**config.mk**
```make
export PLATFORM = sky130hd
export DESIGN_NAME = controller_fsm_mem
export DESIGN_NICKNAME = d
export VERILOG_FILES = /design/src/rtl/controller_fsm_mem.sv
export SDC_FILE = /design/constraint.sdc
export NUM_CORES = 1
export LEC_CHECK = 0
export CAP_MARGIN = 10
export CORE_AREA = 8 8 55 57
export DETAILED_ROUTE_END_ITERATION = 16
export DIE_AREA = 0 0 63 65
export PLACE_DENSITY = 0.77
export RECOVER_POWER = 25
export SETUP_SLACK_MARGIN = 0.02
export SLEW_MARGIN = 20
export SYNTH_ARGS = -nofsm -noshare
export SYNTH_HDL_FRONTEND = slang
export SYNTH_SLANG_ARGS = --single-unit
```
**constraint.sdc**
```tcl
create_clock -name clk -period 2.4 [get_ports clk]
set_clock_uncertainty 0.2 [all_clocks]
set_input_delay 0.36 -clock clk [delete_from_list [all_inputs] [get_ports clk]]
set_output_delay 0.36 -clock clk [all_outputs]
set_load 0.02 [all_outputs]
```
**src/rtl/controller_fsm_mem.sv**
```systemverilog
// Instruction controller for the 16-bit datapath CPU: fetch, decode, ALU ops,
// LDR/STR sequencing with MEM_LAT-cycle reads, HALT and optional single-step.
module controller_fsm_mem #(
  parameter int MEM_LAT     = 1,
  parameter bit SINGLE_STEP = 1'b0
) (
  input  logic       clk,
  input  logic       reset,
  input  logic       s,
  input  logic [2:0] opcode,
  input  logic [1:0] op,
  output logic       w,
  output logic       write,
  output logic       loada,
  output logic       loadb,
  output logic       loadc,
  output logic       loads,
  output logic       asel,
  output logic       bsel,
  output logic [2:0] nsel,
  output logic [3:0] vsel,
  output logic       load_ir,
  output logic       load_pc,
  output logic       reset_pc,
  output logic       load_addr,
  output logic       addr_sel,
  output logic [1:0] mem_cmd,
  output logic [4:0] state_dbg
);

  localparam int CW = $clog2(MEM_LAT + 1);
  localparam logic [CW-1:0] CNT_LAST = CW'(MEM_LAT - 1);

  typedef enum logic [4:0] {
    S_RST, S_WAIT, S_IF, S_UPDPC, S_DECODE, S_GETA, S_GETB, S_EXEC, S_WRC,
    S_CMP, S_WIMM, S_ADDR, S_LDADDR, S_MRD, S_GETD, S_PASSD, S_MWR, S_HALT
  } state_t;

  localparam state_t DONE_ST = SINGLE_STEP ? S_WAIT : S_IF;

  state_t        state, state_n;
  logic [CW-1:0] cnt;
  logic          cnt_last;

  assign cnt_last  = (cnt == CNT_LAST);
  assign state_dbg = state;

  // cnt restarts on entry to a memory-read state and counts cycles spent there.
  always_ff @(posedge clk) begin
    if (reset) begin
      state <= S_RST;
      cnt   <= '0;
    end else begin
      state <= state_n;
      if ((state_n == S_IF || state_n == S_MRD) && state_n != state)
        cnt <= '0;
      else if (state == S_IF || state == S_MRD)
        cnt <= cnt + CW'(1);
    end
  end

  always_comb begin
    state_n = state;
    case (state)
      S_RST:    state_n = SINGLE_STEP ? S_WAIT : S_IF;
      S_WAIT:   if (s) state_n = S_IF;
      S_IF:     if (cnt_last) state_n = S_UPDPC;
      S_UPDPC:  state_n = S_DECODE;
      S_DECODE: begin
        state_n = DONE_ST;
        if (opcode == 3'b101)
          state_n = (op == 2'b11) ? S_GETB : S_GETA;
        else if (opcode == 3'b110 && op == 2'b10)
          state_n = S_WIMM;
        else if (opcode == 3'b110 && op == 2'b00)
          state_n = S_GETB;
        else if ((opcode == 3'b011 || opcode == 3'b100) && op == 2'b00)
          state_n = S_GETA;
        else if (opcode == 3'b111)
          state_n = S_HALT;
      end
      S_GETA:   state_n = (opcode == 3'b101) ? S_GETB : S_ADDR;
      S_GETB:   state_n = (opcode == 3'b101 && op == 2'b01) ? S_CMP : S_EXEC;
      S_EXEC:   state_n = S_WRC;
      S_WRC:    state_n = DONE_ST;
      S_CMP:    state_n = DONE_ST;
      S_WIMM:   state_n = DONE_ST;
      S_ADDR:   state_n = S_LDADDR;
      S_LDADDR: state_n = (opcode == 3'b011) ? S_MRD : S_GETD;
      S_MRD:    if (cnt_last) state_n = DONE_ST;
      S_GETD:   state_n = S_PASSD;
      S_PASSD:  state_n = S_MWR;
      S_MWR:    state_n = DONE_ST;
      S_HALT:   state_n = S_HALT;
      default:  state_n = S_RST;
    endcase
  end

  always_comb begin
    w         = 1'b0;
    write     = 1'b0;
    loada     = 1'b0;
    loadb     = 1'b0;
    loadc     = 1'b0;
    loads     = 1'b0;
    asel      = 1'b0;
    bsel      = 1'b0;
    nsel      = 3'b000;
    vsel      = 4'b0000;
    load_ir   = 1'b0;
    load_pc   = 1'b0;
    reset_pc  = 1'b0;
    load_addr = 1'b0;
    addr_sel  = 1'b0;
    mem_cmd   = 2'b00;
    case (state)
      S_RST: begin
        reset_pc = 1'b1;
        load_pc  = 1'b1;
      end
      S_WAIT, S_HALT: w = 1'b1;
      S_IF: begin
        addr_sel = 1'b1;
        mem_cmd  = 2'b01;
        load_ir  = cnt_last;
      end
      S_UPDPC: load_pc = 1'b1;
      S_GETA: begin
        nsel  = 3'b100;
        loada = 1'b1;
      end
      S_GETB: begin
        nsel  = 3'b001;
        loadb = 1'b1;
      end
      S_EXEC: begin
        loadc = 1'b1;
        asel  = (opcode == 3'b110);
      end
      S_WRC: begin
        nsel  = 3'b010;
        vsel  = 4'b0001;
        write = 1'b1;
      end
      S_CMP:  loads = 1'b1;
      S_WIMM: begin
        nsel  = 3'b100;
        vsel  = 4'b0100;
        write = 1'b1;
      end
      S_ADDR: begin
        bsel  = 1'b1;
        loadc = 1'b1;
      end
      S_LDADDR: load_addr = 1'b1;
      // Read data is only valid on the final latency cycle, so writeback waits for it.
      S_MRD: begin
        mem_cmd = 2'b01;
        if (cnt_last) begin
          nsel  = 3'b010;
          vsel  = 4'b1000;
          write = 1'b1;
        end
      end
      S_GETD: begin
        nsel  = 3'b010;
        loadb = 1'b1;
      end
      S_PASSD: begin
        asel  = 1'b1;
        loadc = 1'b1;
      end
      S_MWR:   mem_cmd = 2'b10;
      default: ;
    endcase
  end

endmodule

```
* Yosys cells after proc, flatten, opt, wreduce, memory -nomap -nowiden
Index checks and enable logic that the tools add are counted.
Widths: inputs -> output; s select.
** Word-level totals
- Register bits after elaboration :: 6
- Latch bits :: 0
- Bits in writable memories :: 0
- ROM bits :: 0
- Input port bits :: 8
- Output and inout port bits :: 27
- Word-level logic and storage cells :: 84
- Memories kept :: 0
** Cells by class
- Add/sub/neg operators :: 1
- $mul :: 0
- Div/mod/pow operators :: 0
- $lt $le $gt $ge :: 0
- Equal/unequal tests :: 28
- Shift operators :: 0
- Mux-type cells :: 32
- Bitwise logic cells :: 1
- Reduce and logical (&&, ||, !) cells :: 20
** Operators with widths (count)
- $pmux 5 s14 :: 1
- $eq 5x4->1 const B :: 9
- $mux 5 :: 8
- $eq 5x3->1 const B :: 4
- $reduce_or 2->1 :: 8
- $eq 5x2->1 const B :: 3
- $eq 3x3->1 const B :: 4
- $mux 1 :: 12
- $mux 4 :: 3
- $pmux 3 s4 :: 1
- $pmux 4 s3 :: 1
- $eq 5x5->1 const B :: 2
- $mux 2 :: 3
- $eq 5x1->1 const B :: 1
- $logic_and 1x1->1 :: 5
- $logic_not 5->1 :: 1
- $ne 5x5->1 :: 1
- $reduce_or 5->1 :: 1
- $eq 2x2->1 const B :: 2
- $pmux 1 s2 :: 2
- $pmux 2 s2 :: 1
- $eq 3x2->1 const B :: 1
- $logic_or 1x1->1 :: 3
- $reduce_or 3->1 :: 1
- other kinds (4) :: 4

* Logic depth before layout (Yosys ltp)
- Depth after elaboration :: 12
- Mapped depth :: 8

* Least setup slack after synthesis
Ideal clock, no wire load.
- Path kind :: flip-flop to output port
- From :: register state[4], in the netlist state_dbg[4]
- To :: output port nsel[2]
- Arrival time :: 1787 ps
- Path slack :: 53 ps
- Stages on the path, launching flop included :: 7
- Cell sequence :: dfxtp_1 -> clkbuf_1 -> buf_2 -> inv_1 -> nand2_1 -> nor3_1 -> or2_2
** Between the ends
- Longest elaborated chain between the ends :: 3
** RTL lines
- start: declaration :: line 41 : state_t state, state_n;
- start signal: assignment :: line 54 : state <= state_n;
- $eq 5x4->1 or $eq 5x3->1 (tied branches) :: line 116 : case (state)
- $reduce_or 2->1 (no line)
- $pmux 3 s4 (*) :: line 116
- end: declaration :: line 20 : output logic [2:0] nsel,
Every way passes the cells marked *; elsewhere a longest branch is shown, timed or not.

* Worst setup path in the final report
- From :: register state[1], in the netlist state_dbg[1]
- To :: output port mem_cmd[0]
** Between the ends
- Longest elaborated chain between the ends :: 3
** RTL lines
- $eq 5x2->1 or $eq 5x4->1 (tied branches) :: line 116
- $reduce_or 2->1 (no line)
- $pmux 2 s2 (*) :: line 116
- end: declaration :: line 27 : output logic [1:0] mem_cmd,
Marked as above.

==> impl_metrics.env <==
export IMPL_drt_iter0_drc=73
export IMPL_dp_hpwl_um=2780
export IMPL_crit_type="reg2out"
export IMPL_arrival_ps=1700
export IMPL_cts_made_buffers=3
export IMPL_fin_hold_ws_ps=575
export IMPL_outcome="completed"
export IMPL_nNetsFinal=193
export IMPL_maxCapViolCount=0
export IMPL_die_area_um2=4100
export IMPL_final_common_cell="buf_4"
export IMPL_clk_latency_ps=250
export IMPL_intPower_uw=722
export IMPL_clock_sinks=6
export IMPL_synth_top_area_frac=0.132
export IMPL_cts_reportedPaths_clkPinSlew_ps=40
export IMPL_grt_remaining_overflow=0
export IMPL_ctsLongestPathBuffers=2
export IMPL_critPathRequiredTime_ps=1840
export IMPL_rows=17
export IMPL_cts_hold_buf=0
export IMPL_avgSynthCellArea_um2=6.74
export IMPL_coreArea_um2=2150
export IMPL_syn_area_um2=910
export IMPL_power_switching_uw=722
export IMPL_antenna_found_initial=0
export IMPL_setup_viol=0
export IMPL_synth_main_ff_cell="dfxtp_1"
export IMPL_synth_top_area_cell="dfxtp_1"
export IMPL_hold_path_class="in2reg"
export IMPL_cts_root_buffer="clkbuf_4"
export IMPL_grt_usage=0.168
export IMPL_gp_congestion=0.996
export IMPL_fill_cells=199
export IMPL_ant_nets=0
export IMPL_layout_cells_non_filler=211
export IMPL_vias_per_cell=5.88
export IMPL_min_period_ps=2260
export IMPL_num_vias=1241
export IMPL_power_leakage_nw=0.633
export IMPL_cp_start_kind="flop"
export IMPL_wire_per_inst_um=16.7
export IMPL_register_area_um2=131
export IMPL_synthTopCellsByArea="dfxtp_1 13%, nand3b_1 6.6%, nor2b_1 6.2%"
export IMPL_fmax_ghz=0.442
export IMPL_grt_max_degree=16
export IMPL_synth_enable_flop_cells=0
export IMPL_layout_common_cells="23 x buf_4, 14 x nor2_1, 12 x clkdlybuf4s50_1"
export IMPL_firstDrtPassIters=6
export IMPL_power_frac_comb=0.776
export IMPL_area_growth_pct=56.3
export IMPL_drc=0
export IMPL_p_clk_frac=0.067
export IMPL_syn_instance_count=135
export IMPL_drv_slew=0
export IMPL_port_buffers=33
export IMPL_dpl_cell_count=208
export IMPL_multi_input_area_um2=739
export IMPL_synthArstFlopShare=0
export IMPL_ys_seq_elements=6
export IMPL_totalWireLength_um=3520
export IMPL_p_seq_frac=0.157
export IMPL_syn_nets=143
export IMPL_end_kind="primary output"
export IMPL_finalCritPeriodShare=0.943
export IMPL_initial_utilization=0.423
export IMPL_cts_tree="done"
export IMPL_yosysUniqueCellTypes=48
export IMPL_yosys_warnings=0
export IMPL_power_density_nw_per_um2=1020
export IMPL_die_y_um=65
export IMPL_io_pins=35
export IMPL_peakVddDrop_mv=0.616
export IMPL_antenna_diode_count=0
export IMPL_drive_gt1_frac=0.235
export IMPL_finalHoldViolCount=0
export IMPL_grt_pass1_wl_um=5790
export IMPL_ctsHtreeMaxLevel=1
export IMPL_grt_pass1_vias=1277
export IMPL_post_route_util=0.662
export IMPL_ys_seq_area_frac=0.132
export IMPL_critPathMaxFanout=11
export IMPL_swShare=0.500
export IMPL_die_w_um=63
export IMPL_grt_setup_unrepaired="false"
cell usage after synthesis (2+ instances only):
cell and n:
nand4_1 4, buf_2 3, or3_1 3, a21oi_1 10, nand2_1 8, or2_2 2, nand3_1 3, nand2b_1 6
nor2_1 14, and3_1 2, or3b_1 2, xnor2_1 2, inv_1 4, or2_1 2, nor3_1 8, dfxtp_1 6
a211oi_1 2, nor2b_1 9, nand3b_1 8, nor4_1 3, clkbuf_1 6, nand4b_1 2
kinds of logic (layout without fill, tap and decap cells):
kind of cell	after synthesis	in the layout	synth area share
buf+inv	15	63	0.0784
simple gates	84	84	0.556
xor+xnor	2	2	0.0193
compound gates	26	26	0.198
other cells	1	1	0.00412
flops	6	6	0.132
mux	1	1	0.0124
power groups by stage:
stage / registers [mW] / logic, mW / clock network [mW]
2_1_floorplan: 0.198 / 0.665 / 0
3_3_place_gp: 0.212 / 1.10 / 0
3_5_place_dp: 0.210 / 1.13 / 0
4_1_cts: 0.219 / 1.12 / 0.0978
5_1_grt: 0.234 / 1.20 / 0.105
6_report: 0.227 / 1.12 / 0.0961
final cells by class:
class | instances | area share
Timing Repair Buffer | 56 | 0.336
Sequential cell | 6 | 0.0924
Tap cell | 28 | 0.0246
Clock buffer | 3 | 0.0158
Inverter | 4 | 0.0106
Multi-Input combinational cell | 114 | 0.520
flip-flops by register name (all words and copies together) (netlist names):
register and cells:
cnt 1, state_dbg 5
through the flow:
stage               instance area [um2]  setup TNS (ps)  setup slack (ps)  total power, mW
finish                             1420               0               136             1.44
global route                       1420               0              21.6             1.54
CTS                                1420               0              25.0             1.44
detailed placement                 1390            -321              -169             1.34
global placement                   1390            -147              -106             1.32
floorplan                           910               0              53.0            0.863
metal layers:
| layer | track usage | part of all wire |
|---|---|---|
| met1 | 0.179 | 0.41 |
| met2 | 0.275 | 0.45 |
| met3 | 0.0601 | 0.094 |
| met4 | 0.117 | 0.044 |
| met5 | 0 | 0 |
path summary, 6_finish.rpt:
| check | startpoint | endpoint | slack [ps] | cells after the start |
|---|---|---|---|---|
| worst max-delay path | state_dbg[1] | mem_cmd[0] | 140 | 3 |
| worst min-delay path | reset | state_dbg[2] | 580 | 2 |
| worst max register to register | state_dbg[0] | cnt | 160 | 7 |
| worst min register to register | cnt | cnt | 620 | 3 |
critical path: stages (launching register included):
cell           delay, ps
dfxtp_2              450
or4b_4               510
a21oi_2              150
dlygate4sd2_1        350
timing repair:
item                                    in CTS  in global routing
setup buffers                                0                  0
pin swaps                                    0                  1
endpoints found under the setup margin      20                 11
resized for setup                           19                 13
(Power assumes the default switching activity.)
